File: config.mk
export PLATFORM = sky130hd
export DESIGN_NAME = seg7_multi_ctrl
export DESIGN_NICKNAME = d
export VERILOG_FILES = /design/src/rtl/seg7_multi_ctrl.sv
export SDC_FILE = /design/constraint.sdc
export NUM_CORES = 1
export LEC_CHECK = 0
export CAP_MARGIN = 0
export CORE_ASPECT_RATIO = 0.8
export CORE_MARGIN = 5
export CORE_UTILIZATION = 51
export DETAILED_ROUTE_END_ITERATION = 8
export PLACE_DENSITY = 0.7
export REMOVE_ABC_BUFFERS = 1
export SETUP_SLACK_MARGIN = 0.1
export SYNTH_ARGS = -nofsm -noshare
export SYNTH_HDL_FRONTEND = slang
export SYNTH_SLANG_ARGS = --single-unit
File: constraint.sdc
create_clock -name clk -period 10.25 [get_ports clk]
set_clock_uncertainty 0.1 [all_clocks]
set_input_delay 3.075 -clock clk [delete_from_list [all_inputs] [get_ports clk]]
set_output_delay 3.075 -clock clk [all_outputs]
set_load 0.02 [all_outputs]
File: src/rtl/seg7_multi_ctrl.sv
// N-digit seven-segment controller with an Avalon-MM register slave.
// Per-digit hex/raw image with decimal point, blank and blink masks, registered segment outputs.
module seg7_multi_ctrl #(
  parameter int unsigned NUM_DIGITS     = 6,
  parameter bit          SEG_ACTIVE_LOW = 1'b1,
  parameter logic [31:0] BLINK_DIV      = 32'd25000000
) (
  input  logic                      clk,
  input  logic                      reset_n,
  input  logic [3:0]                avs_address,
  input  logic                      avs_write,
  input  logic [31:0]               avs_writedata,
  input  logic                      avs_read,
  output logic [31:0]               avs_readdata,
  output logic [NUM_DIGITS*8-1:0]   seg_out
);

  localparam int unsigned   SEG_W       = NUM_DIGITS * 8;
  localparam logic [3:0]    ADDR_CTRL   = 4'd8;
  localparam logic [3:0]    ADDR_PERIOD = 4'd9;
  localparam logic [3:0]    ADDR_STATUS = 4'd10;
  localparam logic [SEG_W-1:0] SEG_OFF  = SEG_ACTIVE_LOW ? {SEG_W{1'b1}} : {SEG_W{1'b0}};

  logic [8:0]       digit_q [NUM_DIGITS];
  logic [7:0]       blank_q;
  logic [7:0]       blink_q;
  logic             en_q;
  logic [31:0]      period_q;
  logic [31:0]      cnt_q;
  logic             phase_q;

  logic             wr_ctrl_c;
  logic             wr_period_c;
  logic [8:0]       rd_chain_c [NUM_DIGITS+1];
  logic [31:0]      rd_data_c;
  logic [SEG_W-1:0] seg_next_c;

  assign wr_ctrl_c   = avs_write && (avs_address == ADDR_CTRL);
  assign wr_period_c = avs_write && (avs_address == ADDR_PERIOD);

  function automatic logic [6:0] hex_dec(input logic [3:0] v);
    logic [6:0] s;
    case (v)
      4'h0:    s = 7'h3F;
      4'h1:    s = 7'h06;
      4'h2:    s = 7'h5B;
      4'h3:    s = 7'h4F;
      4'h4:    s = 7'h66;
      4'h5:    s = 7'h6D;
      4'h6:    s = 7'h7D;
      4'h7:    s = 7'h07;
      4'h8:    s = 7'h7F;
      4'h9:    s = 7'h6F;
      4'hA:    s = 7'h77;
      4'hB:    s = 7'h7C;
      4'hC:    s = 7'h39;
      4'hD:    s = 7'h5E;
      4'hE:    s = 7'h79;
      default: s = 7'h71;
    endcase
    return s;
  endfunction

  assign rd_chain_c[0] = 9'd0;

  for (genvar g = 0; g < NUM_DIGITS; g++) begin : g_digit
    logic [7:0] img_c;

    // Digit register; only its own word address selects it.
    always_ff @(posedge clk or negedge reset_n) begin
      if (!reset_n) begin
        digit_q[g] <= 9'd0;
      end else if (avs_write && (avs_address == 4'(g))) begin
        digit_q[g] <= avs_writedata[8:0];
      end
    end

    always_comb begin
      img_c = digit_q[g][8] ? digit_q[g][7:0] : {digit_q[g][7], hex_dec(digit_q[g][3:0])};
      if (!en_q || blank_q[g] || (blink_q[g] && !phase_q)) begin
        img_c = 8'h00;
      end
    end

    assign seg_next_c[g*8 +: 8] = SEG_ACTIVE_LOW ? ~img_c : img_c;
    assign rd_chain_c[g+1]      = rd_chain_c[g] | ((avs_address == 4'(g)) ? digit_q[g] : 9'd0);
  end

  // Control and period registers.
  always_ff @(posedge clk or negedge reset_n) begin
    if (!reset_n) begin
      blank_q  <= 8'd0;
      blink_q  <= 8'd0;
      en_q     <= 1'b0;
      period_q <= BLINK_DIV;
    end else begin
      if (wr_ctrl_c) begin
        blank_q <= avs_writedata[7:0];
        blink_q <= avs_writedata[15:8];
        en_q    <= avs_writedata[16];
      end
      if (wr_period_c) begin
        period_q <= avs_writedata;
      end
    end
  end

  // Blink phase counter; a PERIOD write restarts the count without touching the phase.
  always_ff @(posedge clk or negedge reset_n) begin
    if (!reset_n) begin
      cnt_q   <= 32'd0;
      phase_q <= 1'b1;
    end else if (wr_period_c) begin
      cnt_q   <= 32'd0;
    end else if (period_q == 32'd0) begin
      cnt_q   <= 32'd0;
      phase_q <= 1'b1;
    end else if (cnt_q >= (period_q - 32'd1)) begin
      cnt_q   <= 32'd0;
      phase_q <= ~phase_q;
    end else begin
      cnt_q   <= cnt_q + 32'd1;
    end
  end

  always_comb begin
    rd_data_c = {23'd0, rd_chain_c[NUM_DIGITS]};
    case (avs_address)
      ADDR_CTRL:   rd_data_c = {15'd0, en_q, blink_q, blank_q};
      ADDR_PERIOD: rd_data_c = period_q;
      ADDR_STATUS: rd_data_c = {31'd0, phase_q};
      default:     ;
    endcase
  end

  always_ff @(posedge clk or negedge reset_n) begin
    if (!reset_n) begin
      avs_readdata <= 32'd0;
    end else if (avs_read) begin
      avs_readdata <= rd_data_c;
    end
  end

  always_ff @(posedge clk or negedge reset_n) begin
    if (!reset_n) begin
      seg_out <= SEG_OFF;
    end else begin
      seg_out <= seg_next_c;
    end
  end

endmodule
Word-level counts from Yosys, hierarchy flattened. Memories as Yosys holds them, arrays and structs flattened. Cells that the tools add are included.

ROM bits: 672. Bits of input ports: 40. Bits in registers: 216. Output and inout port bits: 80. Memories: 6.

Magnitude comparators: 1. Reduce and logical (&&, ||, !) cells: 32. Eq/ne operators: 8. Muxes and demuxes: 24. Add/sub/neg operators: 2. Bitwise operators: 13.

Memory list: (name not given) (words 16, width 7, rd ports 1, clocked after Yosys merged registers in 0, write ports 0, RTL line 43) `case (v)`; (name not given) (words 16, width 7, rd ports 1, clocked after Yosys merged registers in 0, write ports 0, RTL line 43); (name not given) (words 16, width 7, rd ports 1, clocked after Yosys merged registers in 0, write ports 0, RTL line 43); (name not given) (words 16, width 7, rd ports 1, clocked after Yosys merged registers in 0, write ports 0, RTL line 43); (name not given) (words 16, width 7, rd ports 1, clocked after Yosys merged registers in 0, write ports 0, RTL line 43); (name not given) (words 16, width 7, rd ports 1, clocked after Yosys merged registers in 0, write ports 0, RTL line 43).

Operators with widths (count): $mux W32 (3); $pmux W32 S3 (1); $mux W9 (6); $mux W8 (6); $not A8 Y8 (6); $or A9 B9 Y9 (5); $mux W7 (6); $add A32 B1 Y32 const B (1); $ge A32 B32 Y1 (1); $logic_not A32 Y1 (1); $sub A32 B1 Y32 const B (1); $logic_and A1 B1 Y1 (14); $eq A4 B4 Y1 const B (3); $logic_or A1 B1 Y1 (12); $eq A4 B2 Y1 const B (2); $eq A4 B3 Y1 const B (2); $eq A4 B1 Y1 const B (1); $logic_not A4 Y1 (1); $logic_not A1 Y1 (2); $mux W1 (2); $not A1 Y1 (2); $reduce_and A2 Y1 (1); $reduce_bool A2 Y1 (1).

Logic depth before layout (Yosys ltp).
Word-level depth: 8. Depth in mapped cells: 16. Depth with buffers taken out: 14.

Worst setup path before layout. Ideal clock, no wire load.

Kind: input -> register. From: input port avs_address[2]. To: register blank_q[0]. Setup time: 0.125 ns. Data required time: 10.025 ns. Arrival time: 4.643 ns. Slack: 5.383 ns. Buffers on the path: 1. Stages: 5. Path through: nand2b_1 > nor3_1 > nand2_1 > clkbuf_1 > mux2_2.

Word-level cells in the longest chain between the ends: 2.

RTL lines: start: declaration (RTL line 10) `input logic [3:0] avs_address,`; $eq A4 B4 Y1 (RTL line 38) `assign wr_ctrl_c = avs_write && (avs_address == ADDR_CTRL);`; $logic_and A1 B1 Y1 (RTL line 38); end signal: assignment (RTL line 98) `blank_q <= avs_writedata[7:0];`; end: declaration (RTL line 25) `logic [7:0] blank_q;`.

No other way between the ends. A chain may end at the register's enable or synchronous reset.

Worst setup path after layout.
From: input port avs_address[1]. To: register cnt_q[3].

Word-level cells in the longest chain between the ends: 3.

RTL lines: $eq A4 B4 Y1 (RTL line 39) `assign wr_period_c = avs_write && (avs_address == ADDR_PERIOD);`; $logic_and A1 B1 Y1 (RTL line 39); $mux W32 (RTL line 113) `end else if (wr_period_c) begin`; end signal: assignment (RTL line 122) `cnt_q <= cnt_q + 32'd1;`; end: declaration (RTL line 29) `logic [31:0] cnt_q;`.

No other way between the ends.

==> results.yml <==
logic_synthesis:
  yosys-top-cells-area: "dfrtp_1 (33%), dfstp_2 (13%), mux2_2 (9.6%)"
  synth_cell_types: 55
  ys.flop_type: "dfrtp_1"
  ys_ff_latch: 216
  async_reset_ff_share_pct: 100.0
  yosysTopAreaCell: "dfrtp_1"
  syn_inst: 1201
  synth_top_area_share_pct: 32.62
  seq_area_frac_synth_pct: 46.11
  synth_warnings: 0
  synth-edff-count: 0
  synth.avg_cell_area_um2: 9.899
  syn_area_um2: 11890
worst_setup_path:
  startpoint_type: "input pin"
  cpMostUsedCell: "buf_4"
  crit_family: "buffers and inverters"
  cp.depth: 8
  critPathSlowestCell: "a221o_1"
  crit_fanout: 32
  timing.rr.start: "period_q[8]"
  crit_end: "cnt_q[3]"
  cp_data_required_time_ns: 10.50
  timing.reg2reg.setup_slack_ns: 5.02
  crit_chain: "clkdlybuf4s50_1 > buf_4 > inv_1 > nand2_1 > nor2_2 > buf_4 > a221o_1 > nor2_1"
  path_buf_inv: 4
  cp-end-kind: "flop"
  reg2reg_to: "cnt_q[3]"
  r2r_cells: 13
  critPathKind: "in -> reg"
  worstSetupStartpoint: "avs_address[1]"
  crit_arrival_ns: 5.84
  crit_path_max_incr_delay_ns: 0.98
floorplanning:
  die_x_um: 180.7
  dieArea_um2: 26480
  coreArea_um2: 23150
  die_h_um: 146.6
  rows: 50
  initial_core_util_pct: 51.36
  pin_count: 120
power_and_ir_drop:
  powerDensity_nw_per_um2: 210.8
  total_power_mw: 2.995
  vdd_drop_max_mv: 0.1138
  p_leak_nw: 5.957
cts:
  h-tree-depth: 1
  tritoncts: "done"
  cts.path.max_buffers: 3
  cts.sinks: 216
  cts_root_buf: "clkbuf_16"
  cts_setup_buffers: 0
  cts_resized: 0
  clk_pin_slew_worst_paths_ns: 0.06
  insertion_delay_ns: 0.53
  numCtsBuffers: 25
  cts_hold_buffers: 0
job:
  cap_violations: 0
layout:
  design_area_um2: 14200
  final_cell_count_no_fill: 1630
  layout.nets: 1404
  utilization_pct: 61.37
  layout-drive-gt1-share_pct: 17.75
  fillers: 1949
  area_growth_pct: 19.48
  antenna_cells: 0
drt:
  route.detailed.wl_per_inst_um: 18.46
  drc_errors: 0
  dr.pass1.iters: 5
  routed-via-count: 9257
  avgViaCountPerCell: 5.679
  drtAntennaViolNets: 0
  wl_um: 30100
  dr.first_iter.drc_count: 790
sta:
  finalHoldViolCount: 0
  fin_ws_ns: 4.660
  period_share_pct: 54.54
  drv_slew: 0
  rsz0062_at_grt: "no"
  min_period_ns: 5.590
  final-setup-viol-count: 0
  timing.fmax_ghz: 0.1789
  slew_headroom_pct: 17.90
  tightest_slew_ns: 1.229
  whs_ns: 0.3242
  tns_ns: 0
grt:
  grt_util_all_layers_pct: 22.52
  grt_max_degree: 130
  antenna_found_initial: 0
  gr-total-overflow: 0
  grt_pass1_wl_um: 48890
  grt_pass1_vias: 8826
placed_design:
  dpl_cell_area_um2: 13340
  dp.cells: 1584
  io_buffer_count: 119
  hpwl_um: 21180
  gp_congestion: 0.9058
  dpl_worst_slack_ns: 4.132
min_path:
  hold_depth: 1
  hp-class: "reg -> reg"
run_status:
  status: "complete, no violations"
==> routing by layer <==
metal | track usage [%] | wire length, um | up-vias
met5 | 0 | 0 | -
met4 | 5.140 | 630 | 0
met3 | 3.836 | 2041 | 44
met2 | 33.05 | 13050 | 274
met1 | 34.94 | 14380 | 4496
li1 | - | - | 4443
==> area by class of cell <==
class / count / area (um^2) / area share [%]
Tap cell: 312 / 390.4 / 2.748
Sequential cell: 216 / 5482 / 38.59
Clock inverter: 16 / 173.9 / 1.224
Timing Repair Buffer: 132 / 1289 / 9.073
Inverter: 48 / 180.2 / 1.268
Multi-Input combinational cell: 876 / 5996 / 42.21
Clock buffer: 30 / 694.4 / 4.889
==> registers in the layout, summed over array words and instances, names as in the netlist, 8 cells and up <==
name,flops
period_q,32
blank_q,8
cnt_q,32
avs_readdata,32
digit_q,54
blink_q,8
seg_out,48
==> logic make-up after synthesis <==
kind of cell | Yosys count | share of synthesized area (%)
buffers and inverters | 109 | 3.484
AND/OR/NAND/NOR | 394 | 15.91
AO/OA/AOI/OAI | 243 | 12.57
flip-flops | 216 | 46.11
XOR/XNOR | 59 | 4.346
adder cells (fa/ha/maj) | 65 | 6.841
multiplexers | 115 | 10.75
==> report_power, final <==
part / leakage [nW] / switching, mW / internal (mW)
combinational: 2.91 / 0.402 / 0.385
clock: 0.427 / 0.362 / 0.560
sequential: 2.62 / 0.237 / 1.05
total: 5.96 / 1.00 / 1.99
==> Yosys cell counts, types with 14 or more instances <==
| library cell | number |
|---|---|
| a211oi_1 | 20 |
| a21oi_1 | 57 |
| a221oi_1 | 15 |
| clkbuf_1 | 55 |
| dfrtp_1 | 155 |
| dfstp_2 | 61 |
| ha_1 | 65 |
| inv_1 | 47 |
| mux2_2 | 101 |
| mux2i_1 | 14 |
| nand2_1 | 126 |
| nand3_1 | 33 |
| nor2_1 | 107 |
| nor2b_1 | 29 |
| nor3_1 | 17 |
| o21ai_0 | 87 |
| xnor2_1 | 32 |
| xor2_1 | 27 |
==> worst reg2reg max path, cell delays in order (launching register included) <==
cell      delay [ns]
dfrtp_1         0.43
or4_4           0.56
or3_4           0.38
or3_1           0.47
or4_4           0.57
nor3_2          0.19
xnor2_1         0.10
ha_1            0.32
nand4_1         0.16
nor4_1          0.44
a21oi_1         0.11
o211ai_1        0.15
a221o_1         0.93
nor2_1          0.14
==> worst min path at each step <==
| stage | start | endpoint | slack [ns] |
|---|---|---|---|
| 6_report | digit_q[16] | seg_out[39] | 0.32 |
| 5_1_grt | digit_q[52] | seg_out[7] | 0.37 |
| 4_1_cts | digit_q[16] | seg_out[39] | 0.32 |
| 3_5_place_dp | digit_q[16] | seg_out[39] | 0.31 |
| 3_3_place_gp | digit_q[52] | seg_out[7] | 0.31 |
| 2_1_floorplan | digit_q[16] | seg_out[39] | 0.29 |
==> layout by cell type, fill, tap and decap left out, drive strengths merged, types with 32 or more instances in the layout <==
cell | netlist | routed
nor2 | 107 | 107
ha | 65 | 65
a21oi | 57 | 57
nand3 | 33 | 33
o21ai | 87 | 87
dfrtp | 155 | 155
mux2 | 101 | 101
inv | 47 | 49
clkdlybuf4s50 | 0 | 117
dfstp | 61 | 61
xnor2 | 32 | 32
nand2 | 126 | 126
No activity file was read; power rests on OpenSTA's default activity.
